$ cat config.mk
export PLATFORM = sky130hd
export DESIGN_NAME = mix_sequencer
export DESIGN_NICKNAME = d
export VERILOG_FILES = /design/src/rtl/mix_seq_pkg.sv /design/src/rtl/mix_sequencer_timer.sv /design/src/rtl/mix_sequencer.sv
export SDC_FILE = /design/constraint.sdc
export NUM_CORES = 1
export LEC_CHECK = 0
export CAP_MARGIN = 20
export CORE_MARGIN = 3
export CORE_UTILIZATION = 56
export CTS_BUF_LIST = sky130_fd_sc_hd__clkbuf_16
export CTS_CLUSTER_DIAMETER = 40
export DETAILED_ROUTE_END_ITERATION = 6
export PLACE_DENSITY_LB_ADDON = 0.05
export SLEW_MARGIN = 20
export SYNTH_ARGS = -nofsm -noshare
export SYNTH_HDL_FRONTEND = slang
export SYNTH_SLANG_ARGS = --single-unit
$ cat constraint.sdc
create_clock -name clk -period 4.7 [get_ports clk]
set_input_delay 0.94 -clock clk [delete_from_list [all_inputs] [get_ports clk]]
set_output_delay 0.94 -clock clk [all_outputs]
set_load 0.01 [all_outputs]
$ cat src/rtl/mix_seq_pkg.sv
// mix_seq_pkg: shared types and constants for the mixing-network sequencer.
//   state_e       3-bit phase/state encoding (also driven on the phase output)
//   valve_mask_t  5-bit valve/pump enable bundle {soln1, soln2, soln3, out, pump}
//   valve_for()   constant per-phase valve table
package mix_seq_pkg;

    localparam int unsigned PHASE_W  = 3;
    localparam int unsigned NUM_DUR  = 5;
    localparam int unsigned RUN_CNT_W = 8;

    // Index of each programmed duration inside the latched duration array
    localparam int unsigned DUR_PRIME    = 0;
    localparam int unsigned DUR_MIX0     = 1;
    localparam int unsigned DUR_SUB      = 2;
    localparam int unsigned DUR_DWELL    = 3;
    localparam int unsigned DUR_DISPENSE = 4;

    typedef enum logic [PHASE_W-1:0] {
        S_IDLE     = 3'd0,
        S_PRIME    = 3'd1,
        S_MIX0     = 3'd2,
        S_SUB      = 3'd3,
        S_DWELL    = 3'd4,
        S_DISPENSE = 3'd5,
        S_FLUSH    = 3'd6
    } state_e;

    typedef struct packed {
        logic soln1;
        logic soln2;
        logic soln3;
        logic out;
        logic pump;
    } valve_mask_t;

    localparam valve_mask_t VALVES_OFF      = '{soln1: 1'b0, soln2: 1'b0, soln3: 1'b0, out: 1'b0, pump: 1'b0};
    localparam valve_mask_t VALVES_PRIME    = '{soln1: 1'b0, soln2: 1'b1, soln3: 1'b0, out: 1'b0, pump: 1'b1};
    localparam valve_mask_t VALVES_MIX0     = '{soln1: 1'b1, soln2: 1'b1, soln3: 1'b0, out: 1'b0, pump: 1'b1};
    localparam valve_mask_t VALVES_SUB      = '{soln1: 1'b1, soln2: 1'b1, soln3: 1'b1, out: 1'b0, pump: 1'b1};
    localparam valve_mask_t VALVES_DISPENSE = '{soln1: 1'b0, soln2: 1'b1, soln3: 1'b0, out: 1'b1, pump: 1'b1};
    localparam valve_mask_t VALVES_FLUSH    = '{soln1: 1'b1, soln2: 1'b1, soln3: 1'b1, out: 1'b1, pump: 1'b1};

    // Valve/pump enables that belong to each phase
    function automatic valve_mask_t valve_for(input state_e s);
        valve_mask_t m;
        m = VALVES_OFF;
        case (s)
            S_PRIME:    m = VALVES_PRIME;
            S_MIX0:     m = VALVES_MIX0;
            S_SUB:      m = VALVES_SUB;
            S_DISPENSE: m = VALVES_DISPENSE;
            S_FLUSH:    m = VALVES_FLUSH;
            default:    m = VALVES_OFF;
        endcase
        return m;
    endfunction

endpackage

$ cat src/rtl/mix_sequencer_timer.sv
// phase_timer: loadable down-counter that times one sequencer phase.
//   clk, rst_n  clock / async active-low reset
//   load        load load_val this cycle (takes priority over decrement)
//   load_val    CNT_W value loaded on load
//   zero_c      combinational flag, counter currently reads 0
// The counter holds at 0 rather than wrapping, so an idle timer stays quiet.
module phase_timer #(
    parameter int unsigned CNT_W = 16
) (
    input  logic             clk,
    input  logic             rst_n,
    input  logic             load,
    input  logic [CNT_W-1:0] load_val,
    output logic             zero_c
);

    logic [CNT_W-1:0] cnt_q;
    logic [CNT_W-1:0] cnt_d;

    // Load has priority; otherwise count down and saturate at zero
    always_comb begin
        cnt_d = cnt_q;
        if (load) begin
            cnt_d = load_val;
        end else if (cnt_q != '0) begin
            cnt_d = cnt_q - CNT_W'(1);
        end
    end

    always_ff @(posedge clk or negedge rst_n) begin
        if (!rst_n) begin
            cnt_q <= '0;
        end else begin
            cnt_q <= cnt_d;
        end
    end

    assign zero_c = (cnt_q == '0);

endmodule

$ cat src/rtl/mix_sequencer.sv
// mix_sequencer: timed valve/pump sequencer for the three-inlet mixing network.
// Walks IDLE -> PRIME -> MIX0 -> SUB -> DWELL -> DISPENSE [-> FLUSH] -> IDLE,
// holding each phase for its latched duration (0 treated as 1).
// Optional feature macro: MIX_SEQ_FLUSH_EN inserts FLUSH (FLUSH_CYC cycles)
// between DISPENSE and IDLE.
// Ports:
//   clk, rst_n                    clock / async active-low reset
//   start_valid, start_ready      run request handshake (ready only in IDLE)
//   t_prime..t_dispense           phase durations, latched on accept
//   abort                         cancel the current run (ignored in IDLE)
//   valve_soln1/2/3, valve_out    registered valve enables
//   pump_en                       registered pump enable
//   phase                         current state encoding
//   done, aborted                 one-cycle completion / cancel pulses
//   run_cnt                       completed-run counter, wraps at 256
module mix_sequencer
    import mix_seq_pkg::*;
#(
    parameter int unsigned CNT_W     = 16,
    parameter int unsigned FLUSH_CYC = 8
) (
    input  logic                 clk,
    input  logic                 rst_n,
    input  logic                 start_valid,
    output logic                 start_ready,
    input  logic [CNT_W-1:0]     t_prime,
    input  logic [CNT_W-1:0]     t_mix0,
    input  logic [CNT_W-1:0]     t_sub,
    input  logic [CNT_W-1:0]     t_dwell,
    input  logic [CNT_W-1:0]     t_dispense,
    input  logic                 abort,
    output logic                 valve_soln1,
    output logic                 valve_soln2,
    output logic                 valve_soln3,
    output logic                 valve_out,
    output logic                 pump_en,
    output logic [PHASE_W-1:0]   phase,
    output logic                 done,
    output logic                 aborted,
    output logic [RUN_CNT_W-1:0] run_cnt
);

    // Timer load value for FLUSH, with a zero length treated as one cycle
    localparam logic [CNT_W-1:0] FLUSH_LOAD =
        CNT_W'((FLUSH_CYC == 32'd0) ? 32'd0 : (FLUSH_CYC - 32'd1));

    state_e                          state_q, state_d;
    logic [NUM_DUR-1:0][CNT_W-1:0]   dur_q, dur_d;
    valve_mask_t                     valve_q, valve_d;
    logic                            done_q, done_d;
    logic                            aborted_q, aborted_d;
    logic                            start_ready_q, start_ready_d;
    logic [RUN_CNT_W-1:0]            run_cnt_q, run_cnt_d;

    logic                            tmr_load;
    logic [CNT_W-1:0]                tmr_val;
    logic                            tmr_zero_c;

    // Timer reload for a programmed duration: max(n,1)-1
    function automatic logic [CNT_W-1:0] load_of(input logic [CNT_W-1:0] n);
        return (n == '0) ? '0 : (n - CNT_W'(1));
    endfunction

    // Fixed phase order; FLUSH is only reachable when compiled in
    function automatic state_e next_phase(input state_e s);
        state_e n;
        n = S_IDLE;
        case (s)
            S_PRIME:    n = S_MIX0;
            S_MIX0:     n = S_SUB;
            S_SUB:      n = S_DWELL;
            S_DWELL:    n = S_DISPENSE;
`ifdef MIX_SEQ_FLUSH_EN
            S_DISPENSE: n = S_FLUSH;
`else
            S_DISPENSE: n = S_IDLE;
`endif
            S_FLUSH:    n = S_IDLE;
            default:    n = S_IDLE;
        endcase
        return n;
    endfunction

    phase_timer #(
        .CNT_W (CNT_W)
    ) u_timer (
        .clk      (clk),
        .rst_n    (rst_n),
        .load     (tmr_load),
        .load_val (tmr_val),
        .zero_c   (tmr_zero_c)
    );

    // Next-state, duration latch, timer reload and registered-output values
    always_comb begin
        state_d       = state_q;
        dur_d         = dur_q;
        done_d        = 1'b0;
        aborted_d     = 1'b0;
        run_cnt_d     = run_cnt_q;
        tmr_load      = 1'b0;
        tmr_val       = '0;

        case (state_q)
            S_IDLE: begin
                if (start_valid) begin
                    state_d = S_PRIME;
                    dur_d   = {t_dispense, t_dwell, t_sub, t_mix0, t_prime};
                end
            end
            default: begin
                // abort beats a simultaneous end-of-run
                if (abort) begin
                    state_d   = S_IDLE;
                    aborted_d = 1'b1;
                end else if (tmr_zero_c) begin
                    state_d = next_phase(state_q);
                    if (state_d == S_IDLE) begin
                        done_d    = 1'b1;
                        run_cnt_d = run_cnt_q + RUN_CNT_W'(1);
                    end
                end
            end
        endcase

        // Reload the timer on entry to every timed phase (uses dur_d so the
        // accept cycle sees the freshly sampled durations)
        if (state_d != state_q) begin
            tmr_load = 1'b1;
            case (state_d)
                S_PRIME:    tmr_val = load_of(dur_d[DUR_PRIME]);
                S_MIX0:     tmr_val = load_of(dur_d[DUR_MIX0]);
                S_SUB:      tmr_val = load_of(dur_d[DUR_SUB]);
                S_DWELL:    tmr_val = load_of(dur_d[DUR_DWELL]);
                S_DISPENSE: tmr_val = load_of(dur_d[DUR_DISPENSE]);
                S_FLUSH:    tmr_val = FLUSH_LOAD;
                default:    tmr_load = 1'b0;
            endcase
        end

        valve_d       = valve_for(state_d);
        start_ready_d = (state_d == S_IDLE);
    end

    always_ff @(posedge clk or negedge rst_n) begin
        if (!rst_n) begin
            state_q       <= S_IDLE;
            dur_q         <= '0;
            valve_q       <= VALVES_OFF;
            done_q        <= 1'b0;
            aborted_q     <= 1'b0;
            start_ready_q <= 1'b1;
            run_cnt_q     <= '0;
        end else begin
            state_q       <= state_d;
            dur_q         <= dur_d;
            valve_q       <= valve_d;
            done_q        <= done_d;
            aborted_q     <= aborted_d;
            start_ready_q <= start_ready_d;
            run_cnt_q     <= run_cnt_d;
        end
    end

    assign phase       = state_q;
    assign valve_soln1 = valve_q.soln1;
    assign valve_soln2 = valve_q.soln2;
    assign valve_soln3 = valve_q.soln3;
    assign valve_out   = valve_q.out;
    assign pump_en     = valve_q.pump;
    assign done        = done_q;
    assign aborted     = aborted_q;
    assign start_ready = start_ready_q;
    assign run_cnt     = run_cnt_q;

endmodule
==> results.py <==
metrics = {
    "sta": {
        "slew_violations": 0,
        "clock_skew_ns": 0.007633,
        "hold_viol": 0,
        "min_period_ns": 3.939,
        "worstMarginPinSlew_ns": 0.9534,
        "period_share_pct": 83.81,
        "max_freq_ghz": 0.2539,
        "rsz0062_at_grt": "no",
        "tns_ns": 0,
        "finalWorstSetupSlack_ns": 0.7610,
        "slew_headroom_pct": 36.44,
        "setup-violations-final": 0,
    },
    "pwr": {
        "p_total_w": 0.003911,
        "vdd_ir_drop_max_mv": 0.2995,
        "powerDensity_mw_per_mm2": 413.0,
        "leakagePower_nw": 4.022,
    },
    "drt": {
        "first_pass_iters": 5,
        "wl_um": 22130,
        "vias_per_cell": 6.123,
        "wl_met1_um": 9524,
        "dr_total_vias": 7347,
        "dr_wl_met3_um": 2075,
        "drcViolationCount": 0,
        "wl_per_cell_um": 18.44,
        "routed.top_layer": "met5",
        "ant_nets": 0,
        "drt_iter0_markers": 708,
        "wl_met2_um": 10160,
    },
    "global_route": {
        "overflow": 0,
        "grt_start_max_net_pins": 62,
        "grt_pass1_vias": 6996,
        "grt_pass1_wl_um": 35390,
        "grt_usage_pct": 30.38,
        "antenna_found_initial": 1,
    },
    "worst_setup_path": {
        "cp_max_fo": 15,
        "start_kind": "input pin",
        "cpMaxStageDelayCell": "clkdlybuf4s50_1",
        "max_stage_delay_ns": 0.54,
        "critPathTopFamily": "compound AO/OA/AOI/OAI gates",
        "critPathKind": "in2reg",
        "crit_buf_inv": 2,
        "end_kind": "flop",
        "critPathArrivalTime_ns": 4.25,
        "cp_cell_sequence": "clkdlybuf4s50_1 > nor4b_4 > mux2i_1 > ha_1 > nor3b_1 > nand4_1 > a22oi_1 > nor4_2 > buf_4 > o21ai_0 > o221ai_1 > o31a_1",
        "cp_data_required_time_ns": 5.01,
    },
    "floorplan": {
        "io_pins": 103,
        "fp.dieH_um": 123.0,
        "row_count": 42,
        "dieArea_mm2": 0.01512,
        "start_util_pct": 57.62,
        "die_w_um": 123.0,
        "fp.coreArea_mm2": 0.01330,
    },
    "flow_run": {
        "drv_cap": 0,
    },
    "layout": {
        "area_growth_pct": 23.60,
        "final_util_pct": 71.22,
        "finalNetCount": 1106,
        "diodes": 0,
        "drive_gt1_share_pct": 7.031,
    },
    "clock_network": {
        "cts_hold_buffers": 0,
        "post-cts-setup-buffers": 0,
        "clockRootBuffer": "clkbuf_16",
        "clock_latency_ns": 0.43,
        "cts_buffers": 17,
        "htreeDepth": 4,
        "clkSlewWorstSetupHoldPaths_ns": 0.05,
        "cts_buffer_depth": 2,
        "cts_sinks": 114,
        "cts_resized": 0,
        "cts_tree": "built",
    },
    "place": {
        "post-dp-hpwl_um": 16290,
        "routabilityCongestion": 0.9621,
        "pre_cts_slack_ns": 0.4251,
        "portBuffers": 102,
    },
    "yosys": {
        "synth-edff-count": 0,
        "ys_ff_latch": 114,
        "ys_warn_count": 0,
        "synthDistinctLibCells": 73,
        "netlist_area_mm2": 0.007661,
        "synth-async-reset-ratio_pct": 100.0,
        "ys_seq_area_share_pct": 37.25,
        "synth_top_flop_cell": "dfrtp_1",
        "avgSynthCellArea_um2": 8.327,
        "synth_fp_nets": 1015,
        "syn_inst": 920,
    },
    "min_path": {
        "hold_path.class": "reg2reg",
    },
    "status": {
        "outcome": "completed",
    },
}
cell usage in the layout (no fill, tap or decap), types with 4 or more instances in the layout:
| cell | count |
|---|---|
| nand3_1 | 27 |
| nand2_1 | 183 |
| nand4_1 | 17 |
| buf_4 | 12 |
| o22ai_1 | 7 |
| clkdlybuf4s50_1 | 101 |
| clkbuf_16 | 17 |
| nor4_1 | 19 |
| or3_1 | 15 |
| o31ai_1 | 4 |
| o211ai_1 | 4 |
| o21ai_0 | 21 |
| mux2_2 | 10 |
| xnor2_1 | 51 |
| nand2b_1 | 7 |
| o221ai_1 | 9 |
| or4_1 | 9 |
| a21oi_1 | 36 |
| a22oi_1 | 22 |
| nand3b_1 | 5 |
| a31oi_1 | 10 |
| nor3_1 | 61 |
| ha_1 | 11 |
| inv_1 | 41 |
| dfrtp_1 | 113 |
| xor2_1 | 30 |
| a21boi_0 | 5 |
| and3_1 | 8 |
| bufinv_16 | 5 |
| a211oi_1 | 5 |
| nor2b_1 | 4 |
| nor2_1 | 51 |
| mux2i_1 | 30 |
| and2_1 | 8 |
logic make-up after synthesis:
family / synth area share [%]
flops: 37.25
fa+ha+maj: 1.796
buf+inv: 4.459
simple gates: 27.96
compound gates: 13.70
mux: 5.569
xor+xnor: 9.260
area by class of cell:
cell class,count,area (um^2)
multi-input cells,722,4476
clock buffers,17,425.4
fillers,1061,3826
flip-flops and latches,114,2854
inverters,41,153.9
repair buffers,115,1141
clock inverters,15,198.9
well taps,176,220.2
stage by stage:
stage | instance area, um^2 | hold WS (ns) | std cells
finish | 9469 | 0.4669 | 1200
global route | 9469 | 0.4813 | 1200
CTS | 9469 | 0.4735 | 1200
detailed placement | 8845 | 0.4657 | 1168
global placement | 8845 | 0.4608 | 1168
floorplan | 7661 | 0.4598 | 920
cell usage after synthesis (4+ instances only):
cell type,n,area (um^2)
inv_1,38,142.6
nor2b_1,4,25.02
mux2_2,10,112.6
o22ai_1,7,43.79
or3_1,15,93.84
nand3b_1,5,37.54
nor2_1,51,191.4
nand2b_1,7,43.79
a21boi_0,5,37.54
buf_2,9,45.04
ha_1,11,137.6
xnor2_1,51,446.7
xor2_1,30,262.8
a31oi_1,10,62.56
clkbuf_1,24,90.09
o31ai_1,4,30.03
mux2i_1,30,300.3
a211oi_1,5,37.54
a21oi_1,36,180.2
o221ai_1,9,78.83
nor4_1,20,125.1
nand4_1,17,106.4
or4_1,9,67.56
a22oi_1,22,165.2
dfrtp_1,113,2828
o211ai_1,4,30.03
nand3_1,27,135.1
nand2_1,183,686.9
and3_1,8,50.05
o21ai_0,21,105.1
nor3_1,61,305.3
and2_1,8,50.05
buf_1,7,26.28
final timing paths:
kind	to	slack (ns)	depth (start not counted)	start
min reg2reg	run_cnt[7]	0.47	1	run_cnt[7]
min	run_cnt[7]	0.47	1	run_cnt[7]
max reg2reg	u_timer.cnt_q[9]	0.95	10	u_timer.cnt_q[0]
min in group asynchronous	dur_q[72]	0.56	1	rst_n
max in group asynchronous	dur_q[56]	3.23	2	rst_n
max	u_timer.cnt_q[4]	0.76	12	start_valid
power by group:
group          switching, W  leakage (nW)  internal (W)
Combinational      0.000674          2.32      0.000471
Clock              0.000468         0.311      0.000925
Sequential         0.000182          1.40       0.00119
Total               0.00132          4.02       0.00259
layer usage:
layer,global-route usage (%),up-vias
met5,0,-
met4,8.607,2
met1,42.95,3484
met2,46.22,359
met3,8.005,29
li1,-,3473
flip-flops by register name, summed over array words and instances (netlist names):
name	cells
phase	3
run_cnt	8
valve_soln1	1
aborted	1
done	1
pump_en	1
u_timer.cnt_q	16
valve_soln3	1
valve_out	1
dur_q	80
start_ready	1
No activity file was read; power rests on OpenSTA's default activity.
